**config.mk**
```make
export PLATFORM = sky130hd
export DESIGN_NAME = fifo_rd_packer
export DESIGN_NICKNAME = d
export VERILOG_FILES = /design/src/rtl/fifo_rd_packer.sv
export SDC_FILE = /design/constraint.sdc
export NUM_CORES = 1
export LEC_CHECK = 0
export CORE_ASPECT_RATIO = 1.75
export CORE_UTILIZATION = 47
export CTS_CLUSTER_SIZE = 40
export DETAILED_ROUTE_END_ITERATION = 10
export GPL_ROUTABILITY_DRIVEN = 0
export PLACE_DENSITY_LB_ADDON = 0.25
export SLEW_MARGIN = 20
export SYNTH_ARGS = -nofsm -noshare
export SYNTH_HDL_FRONTEND = slang
export SYNTH_SLANG_ARGS = --single-unit
```
**constraint.sdc**
```tcl
create_clock -name rd_clk -period 2.2 [get_ports rd_clk]
set_input_delay 0.44 -clock rd_clk [delete_from_list [all_inputs] [get_ports rd_clk]]
set_output_delay 0.44 -clock rd_clk [all_outputs]
set_load 0.05 [all_outputs]
```
**src/rtl/fifo_rd_packer.sv**
```systemverilog
// fifo_rd_packer: read-side FIFO consumer. Pops DATA_W-bit entries and packs
// PACK consecutive entries into one wide word on a valid/ready stream. A flush
// emits a partially filled word with a lane mask.
// Ports:
//   rd_clk, rd_rst        clock, synchronous active-high reset
//   fifo_empty/fifo_rd_en FIFO read handshake; fifo_dout valid one cycle after a pop
//   flush                 single-cycle request to emit a partial word
//   m_data/m_keep/m_valid packed word, lane mask, valid (lane i at [i*DATA_W +: DATA_W])
//   m_ready               downstream accept
//   word_cnt              count of accepted words, wraps
module fifo_rd_packer #(
  parameter int DATA_W = 8,
  parameter int PACK   = 4
) (
  input  logic                     rd_clk,
  input  logic                     rd_rst,
  input  logic                     fifo_empty,
  output logic                     fifo_rd_en,
  input  logic [DATA_W-1:0]        fifo_dout,
  input  logic                     flush,
  output logic [DATA_W*PACK-1:0]   m_data,
  output logic [PACK-1:0]          m_keep,
  output logic                     m_valid,
  input  logic                     m_ready,
  output logic [15:0]              word_cnt
);

  localparam int unsigned CW = $clog2(PACK + 1);

  typedef enum logic {
    FILL,
    FLUSH
  } state_t;

  state_t                      state_q, state_d;
  logic [CW-1:0]               filled_q, filled_d;
  logic                        inflight_q, inflight_d;
  logic [PACK-1:0][DATA_W-1:0] lanes_q, lanes_d;
  logic [DATA_W*PACK-1:0]      m_data_q, m_data_d;
  logic [PACK-1:0]             m_keep_q, m_keep_d;
  logic                        m_valid_q, m_valid_d;
  logic [15:0]                 word_cnt_q, word_cnt_d;

  logic [CW-1:0]               filled_cap;
  logic [PACK-1:0]             keep_cap;
  logic                        pop, hs, slot_free, full_now, flush_take, handoff;

  always_comb begin
    hs         = m_valid_q && m_ready;
    slot_free  = !m_valid_q || m_ready;
    // Lane count once this cycle's pending read (if any) has been captured.
    filled_cap = filled_q + CW'(inflight_q);
    pop        = !fifo_empty && (state_q == FILL) && (filled_cap < CW'(PACK)) && !rd_rst;
    full_now   = (filled_cap == CW'(PACK));

    lanes_d = lanes_q;
    for (int unsigned i = 0; i < PACK; i++) begin
      if (inflight_q && (filled_q == CW'(i))) lanes_d[i] = fifo_dout;
    end

    for (int unsigned i = 0; i < PACK; i++) begin
      keep_cap[i] = (CW'(i) < filled_cap);
    end

    // A flush on a completing full word is dropped; the word goes out whole.
    flush_take = flush && (state_q == FILL) && (filled_cap != '0) && !full_now;

    handoff = 1'b0;
    state_d = state_q;
    case (state_q)
      FILL: begin
        if (full_now) begin
          handoff = slot_free;
        end else if (flush_take) begin
          // Hand off immediately when nothing more is coming and the slot is
          // free; otherwise park in FLUSH until both hold.
          if (slot_free && !pop) handoff = 1'b1;
          else                   state_d = FLUSH;
        end
      end
      FLUSH: begin
        if (slot_free) begin
          handoff = 1'b1;
          state_d = FILL;
        end
      end
      default: state_d = FILL;
    endcase

    filled_d   = handoff ? '0 : filled_cap;
    inflight_d = pop;

    m_valid_d = m_valid_q && !m_ready;
    m_data_d  = m_data_q;
    m_keep_d  = m_keep_q;
    if (handoff) begin
      m_valid_d = 1'b1;
      m_keep_d  = keep_cap;
      for (int unsigned i = 0; i < PACK; i++) begin
        m_data_d[i*DATA_W +: DATA_W] = keep_cap[i] ? lanes_d[i] : '0;
      end
    end

    word_cnt_d = word_cnt_q + 16'(hs);
  end

  always_ff @(posedge rd_clk) begin
    if (rd_rst) begin
      state_q    <= FILL;
      filled_q   <= '0;
      inflight_q <= 1'b0;
      lanes_q    <= '0;
      m_data_q   <= '0;
      m_keep_q   <= '0;
      m_valid_q  <= 1'b0;
      word_cnt_q <= '0;
    end else begin
      state_q    <= state_d;
      filled_q   <= filled_d;
      inflight_q <= inflight_d;
      lanes_q    <= lanes_d;
      m_data_q   <= m_data_d;
      m_keep_q   <= m_keep_d;
      m_valid_q  <= m_valid_d;
      word_cnt_q <= word_cnt_d;
    end
  end

  assign fifo_rd_en = pop;
  assign m_data     = m_data_q;
  assign m_keep     = m_keep_q;
  assign m_valid    = m_valid_q;
  assign word_cnt   = word_cnt_q;

endmodule

```
==> results of run 1 <==
-- power groups by stage --
stage | Sequential, mW | Clock [mW] | Combinational, mW
final | 1.68 | 1.53 | 0.399
after CTS | 1.68 | 1.55 | 0.399
after detailed placement | 1.72 | 0 | 0.391
after global routing | 1.69 | 1.63 | 0.425
after global placement | 1.71 | 0 | 0.385
after floorplan | 1.78 | 0 | 0.175
-- repair_timing --
| action | CTS | global route |
|---|---|---|
| gates cloned | 0 | 0 |
| endpoints found under the setup margin | 7 | 1 |
| hold buffers | 0 | 0 |
| gates resized for setup | 6 | 0 |
| buffers inserted | 4 | 0 |
| pin swaps | 1 | 1 |
-- synthesized netlist by cell type (5+ instances only) --
library cell | number | area [um^2]
clkbuf_1 | 17 | 63.81
xor2_1 | 5 | 43.79
a21oi_1 | 21 | 105.1
o32ai_2 | 16 | 260.3
o21ai_0 | 5 | 25.02
nand4_1 | 5 | 31.28
dfxtp_1 | 90 | 1802
nor2_1 | 14 | 52.55
nand2_1 | 76 | 285.3
nor4_1 | 7 | 43.79
xnor2_1 | 5 | 43.79
a22o_1 | 16 | 140.1
inv_1 | 34 | 127.6
a21o_1 | 17 | 127.6
-- registers in the layout, summed over array words and instances, names as in the netlist --
| register | cells |
|---|---|
| lanes_q | 32 |
| m_data | 32 |
| word_cnt | 16 |
| m_keep | 4 |
| filled_q | 3 |
| inflight_q | 1 |
| m_valid | 1 |
| state_q | 1 |
-- area by class of cell --
cell class / count / area [um^2] / area share (%)
Sequential cell: 90 / 1804 / 36.47
Tap cell: 88 / 110.1 / 2.226
Clock inverter: 2 / 35.03 / 0.7081
Inverter: 34 / 127.6 / 2.580
Timing Repair Buffer: 97 / 948.4 / 19.17
Multi-Input combinational cell: 235 / 1658 / 33.51
Clock buffer: 14 / 264.0 / 5.336
-- worst max path at each step --
stage | to | slack (ns)
2_1_floorplan | m_data[11] | 0.02
3_3_place_gp | word_cnt[15] | -0.07
3_5_place_dp | word_cnt[15] | -0.11
4_1_cts | fifo_rd_en | 0.006
5_1_grt | m_data[16] | 0.04
6_report | m_data[23] | 0.10
-- per-stage QoR --
| step | instance area, um^2 | util [%] | instances | setup slack (ns) | power (mW) |
|---|---|---|---|---|---|
| finish | 4947 | 65.38 | 560 | 0.1013 | 3.610 |
| global route | 4947 | 65.38 | 560 | 0.03873 | 3.744 |
| global placement | 4598 | 60.76 | 541 | -0.06946 | 2.100 |
| detailed placement | 4598 | 60.76 | 541 | -0.1141 | 2.107 |
| CTS | 4947 | 65.38 | 560 | 0.006168 | 3.636 |
| floorplan | 3671 | - | 380 | 0.02084 | 1.951 |
-- routing by layer --
layer	up-vias	part of all wire, %
li1	1484	-
met1	1432	40
met2	68	54
met3	16	3.3
met4	0	2.6
met5	-	0
-- logic make-up after synthesis --
| group | share of synthesized area, % |
|---|---|
| XOR/XNOR | 3.149 |
| buffers and inverters | 6.468 |
| AO/OA/AOI/OAI | 21.83 |
| flip-flops | 49.28 |
| AND/OR/NAND/NOR | 17.90 |
| adder cells (fa/ha/maj) | 1.369 |
-- critical path: stages (launching register included) --
cell and delay, ns:
dfxtp_2 0.34, ha_4 0.16, ha_4 0.17, xor2_4 0.20, o311a_4 0.32, or3_4 0.43
buf_12 0.18, o32ai_2 0.21
==> results.toml, run 1 <==
[status]
status = "finished clean"

[setup_path]
start_kind = "flip-flop"
reg2reg_depth = 7
rr_startpoint = "filled_q[0]"
critical_path.endpoint_type = "flip-flop"
cp-startpoint = "filled_q[0]"
critPathMaxFanout = 16
arrival_ns = 2.35
worst-r2r-setup-slack_ns = 0.10
crit_type = "reg2reg"
rr_endpoint = "m_data[23]"
crit_required_ns = 2.45

[pwr]
p_comb_share_pct = 11.1
p_int_mw = 2.766
clkPwrFrac_pct = 42.3
p_seq_share_pct = 46.6
leakage_nw = 1.864
peakVddDrop_uv = 655.8
switchingPower_mw = 0.8435
p_sw_share_pct = 23.37
powerDensity_nw_per_um2 = 729.6

[grt]
use_met1_pct = 24.59
overflow = 0
met3_usage_pct = 6.081
grt_usage_pct = 22.30
grtUsageMet2_pct = 37.68
antenna_found_initial = 0
grt_pass1_wl_mm = 13.37
busiest_layer = "met2"
grt_pass1_vias = 2852
grt_start_max_net_pins = 36

[routing]
dr.first_iter.drc_count = 90
ant_nets = 0
drcViolationCount = 0
dr.pass1.iters = 5
wl_per_cell_um = 14.80
route.vias.total = 3000
wirelength_mm = 8.289
via_per_inst = 5.357

[synth]
ys_types = 42
ys_seq_area_share_pct = 49.28
synth-async-reset-ratio_pct = 0
yosysWarningCount = 0
syn_area_um2 = 3656
synth.ff_latch_count = 90
synth_area_per_cell_um2 = 9.621
ys.flop_type = "dfxtp_1"
synth_edf_count = 0
syn-num-nets = 397
synth_cells = 380

[place]
detailed_place_hpwl_mm = 5.912
io_buffers = 66

[clock_network]
cts.clk_slew.worst_paths_ns = 0.06
clock-sinks = 90
clock_path_buffers = 2
cts_tree = "done"
cts_root_buf = "clkbuf_16"
numCtsBuffers = 9
htree_levels = 3
clk_latency_ns = 0.34

[timing]
setup_viol = 0
final.period_utilization_pct = 95.39
tns_ns = 0
hold_ws_ns = 0.4636
worst_pin_slew_ns = 0.5805
fmax_ghz = 0.4765
slew_viol_final = 0
slew_headroom_pct = 61.16
hold_viol_final = 0
rsz0062_at_grt = "false"
min_period_ns = 2.099
skew_ns = 0.007506

[die]
core_area_um2 = 7567
fp.dieW_um = 68.67
io-pin-count = 67
start_util_pct = 48.31
die_h_um = 118.7
die_area_um2 = 8149
row_count = 42

[cells_and_area]
nFillCells = 659
final_common_cell = "dfxtp_1"
syn_to_final_growth_pct = 35.32
final_cell_mix = "88 x dfxtp_1, 76 x nand2_1, 64 x clkdlybuf4s50_1"
insertedDiodeCount = 0
drive_above_1_share_pct = 16.10
nNetsFinal = 484

[worst_hold_path]
hold-path-endpoint = "lanes_q[2]"
holdPathStages = 2
hold_path.class = "reg2reg"
hold_path_startpoint = "lanes_q[2]"

[flow_run]
max_cap_violations = 0
No activity file was read; power rests on OpenSTA's default activity.
==> run 2: changes to the inputs <==
Settings changed: CORE_ASPECT_RATIO 1.75 to 0.75, GPL_TIMING_DRIVEN set to 0.
==> run 2 against run 1 <==
  * Cell count rose by 1.4%
  * Sequential share of layout area up 1.7 points
  * Flip-flop and latch count stayed put
  * Setup slack got worse by 0.013 ns
  * Largest power group unchanged
  * Clock power decreased by 20%
  * Sequential power hardly changed
  * Count of clock-buffer cells in the layout is 2 lower
  * Non-clock buffer count is 5 lower
==> results.toml, run 2 (synthesized netlist as in run 1, its figures left out) <==
[routing]
wirelength_mm = 8.126
via_per_inst = 5.148
dr.first_iter.drc_count = 95
dr.pass1.iters = 5
route.vias.total = 2924
drcViolationCount = 0
ant_nets = 0
wl_per_cell_um = 14.31

[setup_path]
path_buf_inv = 1
reg2reg_depth = 7
cp_top_family = "compound AO/OA/AOI/OAI gates"
crit_required_ns = 2.47
max_stage_delay_ns = 0.42
cp.depth = 7
crit_type = "reg2reg"
path_cells = "ha_2 > ha_4 > xor2_4 > o311a_4 > or3_4 > buf_6 > o32ai_2"
critical_path.endpoint_type = "flip-flop"
slowest_stage = "or3_4"
start_kind = "flip-flop"
critPathMaxFanout = 10
arrival_ns = 2.38

[clock_network]
cts_hold_buf = 0
clock-sinks = 90
numCtsBuffers = 9
htree_levels = 3
cts.clk_slew.worst_paths_ns = 0.08
cts_tree = "done"
clock_path_buffers = 2
clk_latency_ns = 0.36
cts_root_buf = "clkbuf_8"

[grt]
met3_usage_pct = 5.648
overflow = 0
grt_pass1_wl_mm = 13.20
antenna_found_initial = 0
use_met1_pct = 27.57
grt_start_max_net_pins = 15
grt_usage_pct = 20.81
busiest_layer = "met2"
grt_pass1_vias = 2660
grtUsageMet2_pct = 32.73

[pwr]
peakVddDrop_uv = 389.0
totalPowerFinal_mw = 3.269
leakage_nw = 1.712
powerDensity_nw_per_um2 = 690.4

[die]
die_area_um2 = 8139
core_area_um2 = 7432
row_count = 27
io-pin-count = 67
die_h_um = 78.38
start_util_pct = 49.19
fp.dieW_um = 103.8

[cells_and_area]
drive_above_1_share_pct = 11.78
syn_to_final_growth_pct = 29.50
final_cell_mix = "88 x dfxtp_1, 76 x nand2_1, 64 x clkdlybuf4s50_1"
insertedDiodeCount = 0
final_common_cell = "dfxtp_1"
nNetsFinal = 479
nFillCells = 639
seq_area_um2 = 1807
final_cell_count_no_fill = 568
multi_input_area_um2 = 1648

[timing]
slew_headroom_pct = 50.31
slew_viol_final = 0
fmax_ghz = 0.4735
min_period_ns = 2.112
final.period_utilization_pct = 95.99
worst_pin_slew_ns = 0.7454
hold_viol_final = 0
rsz0062_at_grt = "false"
setup_viol = 0
skew_ns = 0.006844

[status]
status = "finished clean"

[worst_hold_path]
hold_path.class = "reg2reg"
holdPathStages = 2

[place]
placed_cells = 546
detailed_place_hpwl_mm = 5.759
io_buffers = 65

[flow_run]
max_cap_violations = 0
run 2: cell types whose count changed in the layout (fill, tap and decap cells not counted), sizes merged:
cell	previous run	this run
bufinv	1	2
clkinv	1	0
clkinvlp	0	2
buf	33	11
clkbuf	14	29
run 2: final timing paths:
kind                    start    endpoint  slack [ns]
setup reg to reg  filled_q[0]  m_data[13]        0.09
setup / recovery  filled_q[0]  m_data[13]        0.09
hold reg to reg    lanes_q[5]  lanes_q[5]        0.47
hold / removal     lanes_q[5]  lanes_q[5]        0.47
run 2: stage by stage:
step                setup TNS [ns]  hold slack [ns]  cell area [um^2]  util [%]  worst slack, ns
global placement            -7.600           0.4509              4448     59.85          -0.4185
global route                     0           0.4871              4735     63.70          0.01977
CTS                              0           0.4679              4727     63.60         0.002553
detailed placement          -9.403           0.4560              4448     59.85          -0.4444
floorplan                        0           0.4399              3671         -          0.02084
finish                           0           0.4669              4735     63.70          0.08827
run 2: cell type report:
cell class	count	area share, %
multi-input combinational	235	34.80
timing repair buffer	71	14.72
sequential	90	38.16
buffer	21	2.299
inverter	34	2.696
tap	101	2.669
clock buffer	12	3.066
clock inverter	4	1.586
run 2: timing repair:
action,4_1_cts,5_1_grt
setup endpoints to repair,40,11
pin swaps,3,2
buffers inserted,5,1
resized for setup,13,0
run 2: power by group:
part	switching (mW)	total (mW)	internal [mW]
clock	0.553	1.22	0.672
sequential	0.0159	1.68	1.66
combinational	0.236	0.366	0.130
run 2: per-layer routing:
metal | routed length (um) | share of wire (%) | vias to the layer above
li1 | - | - | 1477
met4 | 88 | 1.1 | 0
met3 | 360 | 4.4 | 8
met2 | 3684 | 45 | 57
met1 | 3992 | 49 | 1382
met5 | 0 | 0 | -
run 2: worst register-to-register path, stage by stage, from the launching register on:
cell and delay, ns:
dfxtp_2 0.33, ha_2 0.19, ha_4 0.18, xor2_4 0.18, o311a_4 0.35, or3_4 0.42, buf_6 0.17, o32ai_2 0.20
==> run 3: changes to the inputs <==
Clock period 2.2 ns to 1.7 ns, I/O delays scaled along.
==> run 3 against run 2 <==
  * The flow now finishes with violations (negative setup slack)
  * Power grew 22%
  * Design area grew 3.4%
  * Count of clock-buffer cells in the layout shrank 3
  * Sequential power grew 29%
  * Largest cell class is now multi-input gates
  * Critical endpoint is now m_data[11]
  * Clock power grew 6%
  * Non-clock buffer count grew 1
  * Combinational power grew 45%
  * Hold slack gained 0.00065 ns
  * Via count grew 1.8%
==> results.toml, run 3 (synthesized netlist as in run 1, its figures left out) <==
[place]
io_buffers = 65
placed_cells = 546
detailed_place_hpwl_mm = 5.829

[setup_path]
start_kind = "flip-flop"
critPathMaxFanout = 5
crit_required_ns = 1.98
crit_type = "reg2reg"
arrival_ns = 2.34
critical_path.endpoint_type = "flip-flop"
worst-r2r-setup-slack_ns = -0.36

[grt]
grt_usage_pct = 21.96
antenna_found_initial = 0
grt_start_max_net_pins = 16
overflow = 0
grt_pass1_vias = 2741
grt_pass1_wl_mm = 13.68

[timing]
setup_viol = 40
worst_pin_slew_ns = 0.7905
rsz0062_at_grt = "true"
hold_viol_final = 0
setup_slack_ns = -0.3628
hold_ws_ns = 0.4676
final.period_utilization_pct = 121.3
skew_ns = 0.009515
fmax_ghz = 0.4848
tns_ns = -10.89
slew_viol_final = 0
min_period_ns = 2.063
slew_headroom_pct = 47.30

[routing]
dr.first_iter.drc_count = 156
wirelength_mm = 8.688
wl_per_cell_um = 15.27
ant_nets = 0
route.vias.total = 2976
via_per_inst = 5.230
dr.pass1.iters = 4
drcViolationCount = 0

[clock_network]
clock-sinks = 90
htree_levels = 3
numCtsBuffers = 9
cts_hold_buf = 0
cts_tree = "done"
clk_latency_ns = 0.37
cts.clk_slew.worst_paths_ns = 0.09
clock_path_buffers = 2
cts_root_buf = "clkbuf_8"

[pwr]
p_comb_share_pct = 13.2
clkPwrFrac_pct = 32.4
p_seq_share_pct = 54.4
p_int_mw = 2.876
leakage_nw = 2.026
powerDensity_nw_per_um2 = 816.3
p_sw_share_pct = 28.00
switchingPower_mw = 1.118
peakVddDrop_uv = 412.7

[cells_and_area]
final_cell_count_no_fill = 569
nNetsFinal = 480
syn_to_final_growth_pct = 33.85
final_cell_mix = "81 x dfxtp_1, 76 x nand2_1, 44 x dlygate4sd2_1"
drive_above_1_share_pct = 20.30
final_core_util_pct = 65.84
final_common_cell = "dfxtp_1"
insertedDiodeCount = 0

[die]
die_area_um2 = 8139
fp.dieW_um = 103.8
die_h_um = 78.38
io-pin-count = 67
core_area_um2 = 7432
row_count = 27
start_util_pct = 49.19

[status]
status = "finished, violations left"
failed_checks = "negative setup slack"

[worst_hold_path]
hold_path.class = "reg2reg"

[flow_run]
max_cap_violations = 0
## run 3: critical path: stages, from the launching register on
cell	delay, ns
dfxtp_4	0.36
ha_4	0.16
ha_4	0.17
xor2_4	0.18
buf_6	0.14
and3_4	0.16
or3_4	0.43
clkbuf_16	0.19
o32ai_2	0.18
## run 3: through the flow
step / worst slack [ns] / cell area, um^2 / power (mW)
5_1_grt: -0.4083 / 4893 / 4.173
2_1_floorplan: -0.2849 / 3737 / 2.543
6_report: -0.3628 / 4893 / 3.994
4_1_cts: -0.3750 / 4786 / 3.989
3_5_place_dp: -0.7778 / 4514 / 2.699
3_3_place_gp: -0.7692 / 4514 / 2.691
## run 3: layer usage
metal	track usage, %	up-vias	wire (um)
met4	7.000	0	148
li1	-	1481	-
met2	33.93	79	3969
met1	29.20	1403	4096
met3	6.977	13	473
met5	0	-	0
## run 3: path summary, 6_finish.rpt
check | from | to | depth (start not counted)
min | lanes_q[24] | lanes_q[24] | 2
max | inflight_q | m_data[11] | 8
max reg2reg | inflight_q | m_data[11] | 8
min reg2reg | lanes_q[24] | lanes_q[24] | 2
## run 3: power by group through the flow
stage	Sequential, mW	Clock (mW)	Combinational (mW)
after CTS	2.17	1.32	0.501
after detailed placement	2.23	0	0.473
after global routing	2.18	1.43	0.564
final	2.17	1.29	0.529
after global placement	2.22	0	0.467
after floorplan	2.30	0	0.242
## run 3: layout make-up
| cell class | instances | area, um^2 |
|---|---|---|
| Sequential cell | 90 | 1818 |
| Fill cell | 626 | 2539 |
| Multi-Input combinational cell | 235 | 1843 |
| Clock buffer | 9 | 123.9 |
| Timing Repair Buffer | 75 | 689.4 |
| Buffer | 18 | 120.1 |
| Tap cell | 101 | 126.4 |
| Clock inverter | 7 | 45.04 |
| Inverter | 34 | 127.6 |
## run 3: what timing repair did
item,CTS,global route
endpoints found under the hold margin,0,0
endpoints found under the setup margin,109,89
resized for setup,88,29
setup buffers,8,1
pin swaps,13,8
gates cloned,0,1
